--- config.mk ---
export PLATFORM = sky130hd
export DESIGN_NAME = ht_search_engine
export DESIGN_NICKNAME = d
export VERILOG_FILES = /design/src/rtl/ht_search_engine.sv
export SDC_FILE = /design/constraint.sdc
export NUM_CORES = 1
export LEC_CHECK = 0
export ABC_AREA = 1
export BUFFER_PORTS_ARGS = -buffer_cell sky130_fd_sc_hd__buf_2
export CORE_UTILIZATION = 44
export DETAILED_ROUTE_END_ITERATION = 16
export GPL_TIMING_DRIVEN = 1
export PLACE_DENSITY = 0.77
export SLEW_MARGIN = 30
export SYNTH_ARGS = -nofsm -noshare
export SYNTH_HDL_FRONTEND = slang
export SYNTH_SLANG_ARGS = --single-unit
export TNS_END_PERCENT = 20
--- constraint.sdc ---
create_clock -name clk_i -period 2.15 [get_ports clk_i]
set_input_delay 0.43 -clock clk_i [delete_from_list [all_inputs] [get_ports clk_i]]
set_output_delay 0.43 -clock clk_i [all_outputs]
set_load 0.1 [all_outputs]
--- src/rtl/ht_search_engine.sv ---
// ht_search_engine: consumer end of the hash-table request path.
// Takes one search request at a time (key, bucket, head pointer), walks the
// bucket's linked list through a 1-cycle-latency data-table read port and
// returns FOUND / NOT_FOUND / CHAIN_LIMIT / BAD_CMD with the matching value.
//
// Optional build macro: HT_SEARCH_STATS_EN adds saturating search/found
// counters and a max-hop tracker on stat_* outputs.
//
// state | meaning
// ------+---------------------------------------------------------------
// IDLE  | ready high, waiting for a request
// RD    | read strobe on the data table for the current chain pointer
// CMP   | read data valid; compare key and decide the next step
// DONE  | result held on res_* until res_valid_o && res_ready_i

module ht_search_engine #(
  parameter int KEY_WIDTH      = 16,
  parameter int VALUE_WIDTH    = 16,
  parameter int HEAD_PTR_WIDTH = 4,
  parameter int BUCKET_WIDTH   = 4,
  parameter int MAX_CHAIN_LEN  = 8
) (
  input  logic                      clk_i,
  input  logic                      rst_i,
  // request side (slave end of the hash-table request interface)
  input  logic [KEY_WIDTH-1:0]      ht_in_key,
  input  logic [VALUE_WIDTH-1:0]    ht_in_value,
  input  logic [1:0]                ht_in_cmd,
  input  logic [BUCKET_WIDTH-1:0]   ht_in_bucket,
  input  logic [HEAD_PTR_WIDTH-1:0] ht_in_head_ptr,
  input  logic                      ht_in_head_ptr_val,
  input  logic                      ht_in_valid,
  output logic                      ht_in_ready,
  // data-table read port
  output logic                      rd_en_o,
  output logic [HEAD_PTR_WIDTH-1:0] rd_addr_o,
  input  logic [KEY_WIDTH-1:0]      rd_key_i,
  input  logic [VALUE_WIDTH-1:0]    rd_value_i,
  input  logic [HEAD_PTR_WIDTH-1:0] rd_next_ptr_i,
  input  logic                      rd_next_ptr_val_i,
  // result side
  output logic                      res_valid_o,
  input  logic                      res_ready_i,
  output logic [1:0]                res_rc_o,
  output logic [KEY_WIDTH-1:0]      res_key_o,
  output logic [BUCKET_WIDTH-1:0]   res_bucket_o,
  output logic [VALUE_WIDTH-1:0]    res_value_o
`ifdef HT_SEARCH_STATS_EN
  ,
  output logic [31:0]               stat_search_cnt_o,
  output logic [31:0]               stat_found_cnt_o,
  output logic [7:0]                stat_max_hops_o
`endif
);

  localparam logic [1:0] CMD_SEARCH     = 2'd0;

  localparam logic [1:0] RC_FOUND       = 2'd0;
  localparam logic [1:0] RC_NOT_FOUND   = 2'd1;
  localparam logic [1:0] RC_CHAIN_LIMIT = 2'd2;
  localparam logic [1:0] RC_BAD_CMD     = 2'd3;

  localparam int HOP_W = $clog2(MAX_CHAIN_LEN + 1);
  localparam logic [HOP_W-1:0] HOP_MAX = HOP_W'(MAX_CHAIN_LEN);

  typedef enum logic [1:0] {
    IDLE = 2'd0,
    RD   = 2'd1,
    CMP  = 2'd2,
    DONE = 2'd3
  } state_t;

  state_t state_q;
  state_t state_d;

  logic [KEY_WIDTH-1:0]    key_q;
  logic [BUCKET_WIDTH-1:0] bucket_q;
  logic [1:0]              cmd_q;
  logic [HOP_W-1:0]        hops_q;

  // decisions made by the next-state logic and consumed by the datapath
  logic                    accept;
  logic                    finish;
  logic [1:0]              finish_rc;
  logic [VALUE_WIDTH-1:0]  finish_value;
  logic                    advance;
  logic                    res_hs;

  // the request payload value is not needed for a search
  logic unused_value;
  assign unused_value = ^ht_in_value;

  assign ht_in_ready = (state_q == IDLE) && !rst_i;
  assign res_hs      = res_valid_o && res_ready_i;

  // state register
  always_ff @(posedge clk_i or posedge rst_i) begin
    if (rst_i) begin
      state_q <= IDLE;
    end else begin
      state_q <= state_d;
    end
  end

  // next-state decode and walk decisions
  always_comb begin
    state_d      = state_q;
    accept       = 1'b0;
    finish       = 1'b0;
    finish_rc    = RC_NOT_FOUND;
    finish_value = '0;
    advance      = 1'b0;
    case (state_q)
      IDLE: begin
        if (ht_in_valid && ht_in_ready) begin
          accept = 1'b1;
          if (ht_in_cmd != CMD_SEARCH) begin
            state_d   = DONE;
            finish    = 1'b1;
            finish_rc = RC_BAD_CMD;
          end else if (!ht_in_head_ptr_val) begin
            state_d   = DONE;
            finish    = 1'b1;
            finish_rc = RC_NOT_FOUND;
          end else begin
            state_d = RD;
          end
        end
      end
      RD: begin
        state_d = CMP;
      end
      CMP: begin
        if (rd_key_i == key_q) begin
          state_d      = DONE;
          finish       = 1'b1;
          finish_rc    = RC_FOUND;
          finish_value = rd_value_i;
        end else if (!rd_next_ptr_val_i) begin
          state_d   = DONE;
          finish    = 1'b1;
          finish_rc = RC_NOT_FOUND;
        end else if (hops_q == HOP_MAX) begin
          // hops_q already counts the read just completed
          state_d   = DONE;
          finish    = 1'b1;
          finish_rc = RC_CHAIN_LIMIT;
        end else begin
          state_d = RD;
          advance = 1'b1;
        end
      end
      DONE: begin
        if (res_hs) begin
          state_d = IDLE;
        end
      end
      default: begin
        state_d = IDLE;
      end
    endcase
  end

  // request latch, hop counter and read port; rd_addr_o doubles as the
  // current chain pointer so it simply holds between reads
  always_ff @(posedge clk_i or posedge rst_i) begin
    if (rst_i) begin
      key_q     <= '0;
      bucket_q  <= '0;
      cmd_q     <= '0;
      hops_q    <= '0;
      rd_en_o   <= 1'b0;
      rd_addr_o <= '0;
    end else begin
      rd_en_o <= (state_d == RD);
      if (accept) begin
        key_q     <= ht_in_key;
        bucket_q  <= ht_in_bucket;
        cmd_q     <= ht_in_cmd;
        hops_q    <= '0;
        rd_addr_o <= ht_in_head_ptr;
      end else if (advance) begin
        rd_addr_o <= rd_next_ptr_i;
      end
      if ((state_q == RD) && (hops_q != HOP_MAX)) begin
        hops_q <= hops_q + 1'b1;
      end
    end
  end

  // result register: loaded once on entry to DONE, held until the handshake
  always_ff @(posedge clk_i or posedge rst_i) begin
    if (rst_i) begin
      res_valid_o  <= 1'b0;
      res_rc_o     <= '0;
      res_key_o    <= '0;
      res_bucket_o <= '0;
      res_value_o  <= '0;
    end else if (finish) begin
      res_valid_o  <= 1'b1;
      res_rc_o     <= finish_rc;
      res_value_o  <= finish_value;
      res_key_o    <= accept ? ht_in_key : key_q;
      res_bucket_o <= accept ? ht_in_bucket : bucket_q;
    end else if (res_hs) begin
      res_valid_o <= 1'b0;
    end
  end

`ifdef HT_SEARCH_STATS_EN
  logic [7:0] hops8;

  if (HOP_W <= 8) begin : g_hops_narrow
    assign hops8 = 8'(hops_q);
  end else begin : g_hops_wide
    assign hops8 = (hops_q > HOP_W'(255)) ? 8'hFF : hops_q[7:0];
  end

  // saturating statistics, updated when a result is consumed
  always_ff @(posedge clk_i or posedge rst_i) begin
    if (rst_i) begin
      stat_search_cnt_o <= '0;
      stat_found_cnt_o  <= '0;
      stat_max_hops_o   <= '0;
    end else if (res_hs) begin
      if ((cmd_q == CMD_SEARCH) && (stat_search_cnt_o != '1)) begin
        stat_search_cnt_o <= stat_search_cnt_o + 32'd1;
      end
      if ((res_rc_o == RC_FOUND) && (stat_found_cnt_o != '1)) begin
        stat_found_cnt_o <= stat_found_cnt_o + 32'd1;
      end
      if (hops8 > stat_max_hops_o) begin
        stat_max_hops_o <= hops8;
      end
    end
  end
`else
  // the latched command only feeds the statistics
  logic unused_cmd;
  assign unused_cmd = ^cmd_q;
`endif

endmodule

==> results.json, run 1 <==
{
  "htreeDepth": 3,
  "start_util": 0.464,
  "final-setup-viol-count": 0,
  "route.detailed.drc": 0,
  "yosys_warnings": 0,
  "avgSynthCellArea_um2": 7.79,
  "dieWidth_um": 87.6,
  "track_usage": 0.210,
  "critPathRequiredTime_ps": 2430,
  "multi_input_area_um2": 1250,
  "async_flop_share": 1.00,
  "synthTopCellsByCount": "182 x nand2_1, 70 x dfrtp_1, 46 x nand3_1, 36 x inv_1, 30 x nor2_1",
  "antenna_cells": 0,
  "hold_viol": 0,
  "wirelength_um": 7540,
  "nNetsFinal": 614,
  "fp.dieH_um": 87.6,
  "dpl.hpwl_um": 5470,
  "synthCells": 414,
  "synthTopCellsByArea": "dfrtp_1 54%, nand2_1 21%, nand3_1 7.1%",
  "fin_ws_ps": 251,
  "die-area_um2": 7670,
  "yosysUniqueCellTypes": 23,
  "netlist_area_um2": 3220,
  "firstDrtPassIters": 6,
  "status": "finished clean",
  "seq_area_um2": 1750,
  "antenna_found_initial": 0,
  "avgViaCountPerCell": 4.73,
  "path_buf_inv": 0,
  "max_slew_margin": 0.642,
  "worstMarginPinSlew_ps": 536,
  "post-route-period-util": 0.883,
  "synthFlopType": "dfrtp_1",
  "synth_top_area_cell": "dfrtp_1",
  "ys_ff_latch": 70,
  "timing.max_cap.violations": 0,
  "critPathKind": "reg -> reg",
  "floorplan.core_area_um2": 6940,
  "fill_cells": 644,
  "yosysTopAreaCellShare": 0.543,
  "wl_per_cell_um": 12.0,
  "worstSetupEndpointType": "flop",
  "ir_drop_mv": 0.669,
  "seq_area_frac_synth": 0.543,
  "crit_arrival_ps": 2180,
  "drive_gt1_frac": 0.274,
  "setup-tns-final_ps": 0,
  "cts_tree": "done",
  "hold_buffers": 0,
  "max_stage_delay_ps": 430,
  "post-place-ws_ps": 52.9,
  "path_clk_slew_ps": 80,
  "skew_ps": 8.27,
  "clk_path_buf_depth": 2,
  "vias": 2975,
  "gp_congestion": 0.773,
  "cts-root-buf": "clkbuf_8",
  "synth.most_common_cell": "nand2_1",
  "cts-buffers-inserted": 9,
  "top_level_ports": 129,
  "grt-ovfl-total": 0,
  "cp_top_family": "simple AND/OR/NAND/NOR gates",
  "num_rows": 30,
  "critPathMaxFanout": 21,
  "grt_first_pass_wirelength_um": 12100,
  "clkSinkCount": 70,
  "rsz0062_at_grt": "no",
  "hold_path.class": "in -> async",
  "cp_cell_sequence": "nor3_4, nand2_2, nor2_1, nor2_4, nand2_2, nand2_1, nand2_1",
  "critical_path.startpoint_type": "flop",
  "synth_nets": 500,
  "drt-initial-drc-count": 140,
  "synth_edf_count": 0,
  "crit_slowest_cell": "dfrtp_1",
  "clk_latency_ps": 340,
  "synthToLayoutAreaGrowth_pct": 28.3,
  "ant_nets": 0,
  "max_freq_ghz": 0.527,
  "grt_max_degree": 35,
  "power_density_nw_per_um2": 1610,
  "slew_viol_final": 0,
  "grt_pass1_vias": 2615,
  "leakage_uw": 0.00247,
  "io_buffer_count": 112,
  "fin_crit_ps": 1900
}
[stage by stage]
stage / power, µW / util / instance area, µm² / hold WS (ps) / instances
after floorplan: 4790 / - / 3230 / 445 / 414
after CTS: 6700 / 0.595 / 4130 / 138 / 628
final: 6650 / 0.596 / 4140 / 137 / 629
after global routing: 7060 / 0.596 / 4140 / 161 / 629
after detailed placement: 5400 / 0.559 / 3880 / 463 / 612
after global placement: 5310 / 0.559 / 3880 / 460 / 612
[report_power, final]
| group | leakage, µW | total, µW | switching (µW) | internal (µW) |
|---|---|---|---|---|
| Combinational | 0.00145 | 3290 | 2650 | 644 |
| Clock | 0.000120 | 1300 | 494 | 805 |
| Sequential | 0.000898 | 2060 | 276 | 1790 |
[per-layer routing]
metal	up-vias	routed length [µm]	GRT usage
met2	117	3430	0.328
met3	13	590	0.0481
met1	1336	3380	0.285
li1	1509	-	-
met4	0	138	0.0849
met5	-	0	0
[path summary, 6_finish.rpt]
check | start | endpoint | slack [ps] | cells past startpoint
setup / recovery | state_q[0] | res_key_o[10] | 250 | 7
hold / removal | rst_i | bucket_q[1] | 140 | 2
setup reg to reg | state_q[0] | res_key_o[10] | 250 | 7
hold reg to reg | bucket_q[3] | bucket_q[3] | 480 | 2
max in group asynchronous | rst_i | res_value_o[5] | 1350 | 3
min in group clk_i | rd_value_i[12] | res_value_o[12] | 290 | 3
[registers in the layout (all words and copies together) (netlist names), 2 cells and up]
signal	flops
bucket_q	4
hops_q	4
key_q	16
rd_addr_o	4
res_bucket_o	4
res_key_o	16
res_rc_o	2
res_value_o	16
state_q	2
[kinds of logic after synthesis]
kind of cell / count (synthesis) / synth area share
and+or+nand+nor: 267 / 0.339
DFF: 70 / 0.543
buffers and inverters: 55 / 0.0757
AOI/OAI and AO/OA: 18 / 0.0291
xor gates and xnor gates: 2 / 0.00543
adders and majority gates: 2 / 0.00776
[placed cells by master, fill, tap and decap left out, types with 3 or more instances in the layout]
cell type and n:
clkbuf_8 10, nand2_1 182, o21ai_1 5, buf_2 112, dfrtp_1 70, inv_2 3, nor2_1 29, inv_1 35
buf_4 5, nand2_2 4, o21ai_0 10, nand3_1 46, bufinv_16 3
[repair_timing]
| item | CTS | global route |
|---|---|---|
| setup buffers | 0 | 0 |
| setup endpoints to repair | 0 | 3 |
| resized for setup | 0 | 0 |
[area by class of cell]
class / instances / area share
multi-input cells: 290 / 0.302
inverters: 39 / 0.0363
well taps: 96 / 0.0290
flip-flops and latches: 70 / 0.423
clock inverters: 5 / 0.0257
repair buffers: 118 / 0.149
clock buffers: 11 / 0.0342
(Power assumes the default switching activity.)
==> run 2, diff against run 1 <==
==> constraint.sdc (replaced) <==
create_clock -name clk_i -period 1.7 [get_ports clk_i]
set_input_delay 0.34 -clock clk_i [delete_from_list [all_inputs] [get_ports clk_i]]
set_output_delay 0.34 -clock clk_i [all_outputs]
set_load 0.1 [all_outputs]
==> results.json, run 2 (synthesized netlist as in run 1, its figures left out) <==
{
  "status": "finished clean",
  "critPathRequiredTime_ps": 1360,
  "io_buffer_count": 112,
  "timing.max_cap.violations": 0,
  "avgViaCountPerCell": 4.66,
  "antenna_found_initial": 0,
  "ir_drop_mv": 0.700,
  "grt_pass1_vias": 2813,
  "crit_arrival_ps": 1310,
  "clk_latency_ps": 340,
  "grt-ovfl-total": 0,
  "drive_gt1_frac": 0.303,
  "antenna_cells": 0,
  "synthToLayoutAreaGrowth_pct": 34.5,
  "rsz0062_at_grt": "yes",
  "hold_buffers": 0,
  "skew_ps": 13.4,
  "htreeDepth": 3,
  "crit_slowest_cell": "dfrtp_1",
  "hold_slack_ps": 78.8,
  "dpl.hpwl_um": 5590,
  "seq_area_um2": 1750,
  "cp_cell_sequence": "nor3_4, buf_6, buf_12",
  "cts-buffers-inserted": 9,
  "ant_nets": 0,
  "fp.dieH_um": 87.6,
  "hold_viol": 0,
  "firstDrtPassIters": 4,
  "critical_path.startpoint_type": "flop",
  "r2r_slack_ps": 130,
  "hold_path.class": "in -> async",
  "grt_first_pass_wirelength_um": 12600,
  "path_clk_slew_ps": 80,
  "final_cell_mix": "181 x nand2_1, 111 x buf_2, 70 x dfrtp_1",
  "post-route-util": 0.625,
  "vias": 2982,
  "slew_viol_final": 0,
  "post-route-period-util": 0.972,
  "leakage_uw": 0.00256,
  "top_level_ports": 129,
  "grt_max_degree": 41,
  "clkSinkCount": 70,
  "multi_input_area_um2": 1300,
  "track_usage": 0.217,
  "floorplan.core_area_um2": 6940,
  "start_util": 0.464,
  "fill_cells": 635,
  "fin_crit_ps": 1650,
  "drt-initial-drc-count": 109,
  "nNetsFinal": 625,
  "clk_path_buf_depth": 2,
  "largest_registers": "key_q: 16 flops, res_key_o: 16 flops, res_value_o: 16 flops",
  "route.detailed.drc": 0,
  "worstSetupEndpointType": "output pin",
  "critPathKind": "reg -> out",
  "gp_congestion": 0.717,
  "final-setup-viol-count": 0,
  "max_freq_ghz": 0.605,
  "critPathMaxFanout": 2,
  "max_slew_margin": 0.668,
  "wirelength_um": 7630,
  "wl_per_cell_um": 11.9,
  "total_power_uw": 8430,
  "cts_tree": "done",
  "layout_commonest_cell": "nand2_1",
  "cts-root-buf": "clkbuf_8",
  "dieWidth_um": 87.6,
  "max_stage_delay_ps": 430,
  "die-area_um2": 7670,
  "num_rows": 30,
  "worstMarginPinSlew_ps": 502,
  "power_density_nw_per_um2": 1940
}
## run 2: worst paths after layout
path / startpoint / to / cells past startpoint
setup / recovery: state_q[0] / ht_in_ready / 3
hold / removal: rst_i / state_q[0] / 3
setup reg to reg: state_q[0] / res_value_o[6] / 7
hold reg to reg: bucket_q[0] / bucket_q[0] / 2
max in group asynchronous: rst_i / bucket_q[3] / 3
min in group clk_i: rd_value_i[2] / res_value_o[2] / 3
## run 2: timing repair
item | 4_1_cts | 5_1_grt
pin swaps | 1 | 2
setup endpoints to repair | 1 | 42
resized for setup | 0 | 11
setup buffers | 1 | 1
## run 2: worst max-delay path: cells and delay by family (launching register included)
family	cells	cell delay, ps
AND/OR/NAND/NOR	1	250
buffers and inverters	2	300
flip-flops	1	430
## run 2: layout make-up
class	instances	share of cell area
clock buffers	13	0.0366
inverters	39	0.0346
well taps	96	0.0277
multi-input cells	289	0.300
flip-flops and latches	70	0.404
repair buffers	130	0.188
clock inverters	3	0.00981
## run 2: per-stage QoR
stage | instance area, µm² | worst slack, ps | TNS [ps] | std cells
2_1_floorplan | 3290 | -385 | -22920 | 414
3_3_place_gp | 4080 | 75.4 | 0 | 622
3_5_place_dp | 4080 | 19.6 | 0 | 622
4_1_cts | 4290 | 6.38 | 0 | 639
5_1_grt | 4340 | -15.8 | -54.6 | 640
6_report | 4340 | 47.9 | 0 | 640
## run 2: per-layer routing
layer | global-route usage | share of wire
met1 | 0.265 | 0.45
met2 | 0.371 | 0.49
met3 | 0.0631 | 0.049
met4 | 0.0671 | 0.0055
met5 | 0 | 0
## run 2: power breakdown
| part | switching, µW | leakage, µW | internal (µW) | total, µW |
|---|---|---|---|---|
| combinational | 3430 | 0.00156 | 1030 | 4470 |
| clock | 602 | 0.0000996 | 757 | 1360 |
| sequential | 350 | 0.000898 | 2260 | 2610 |
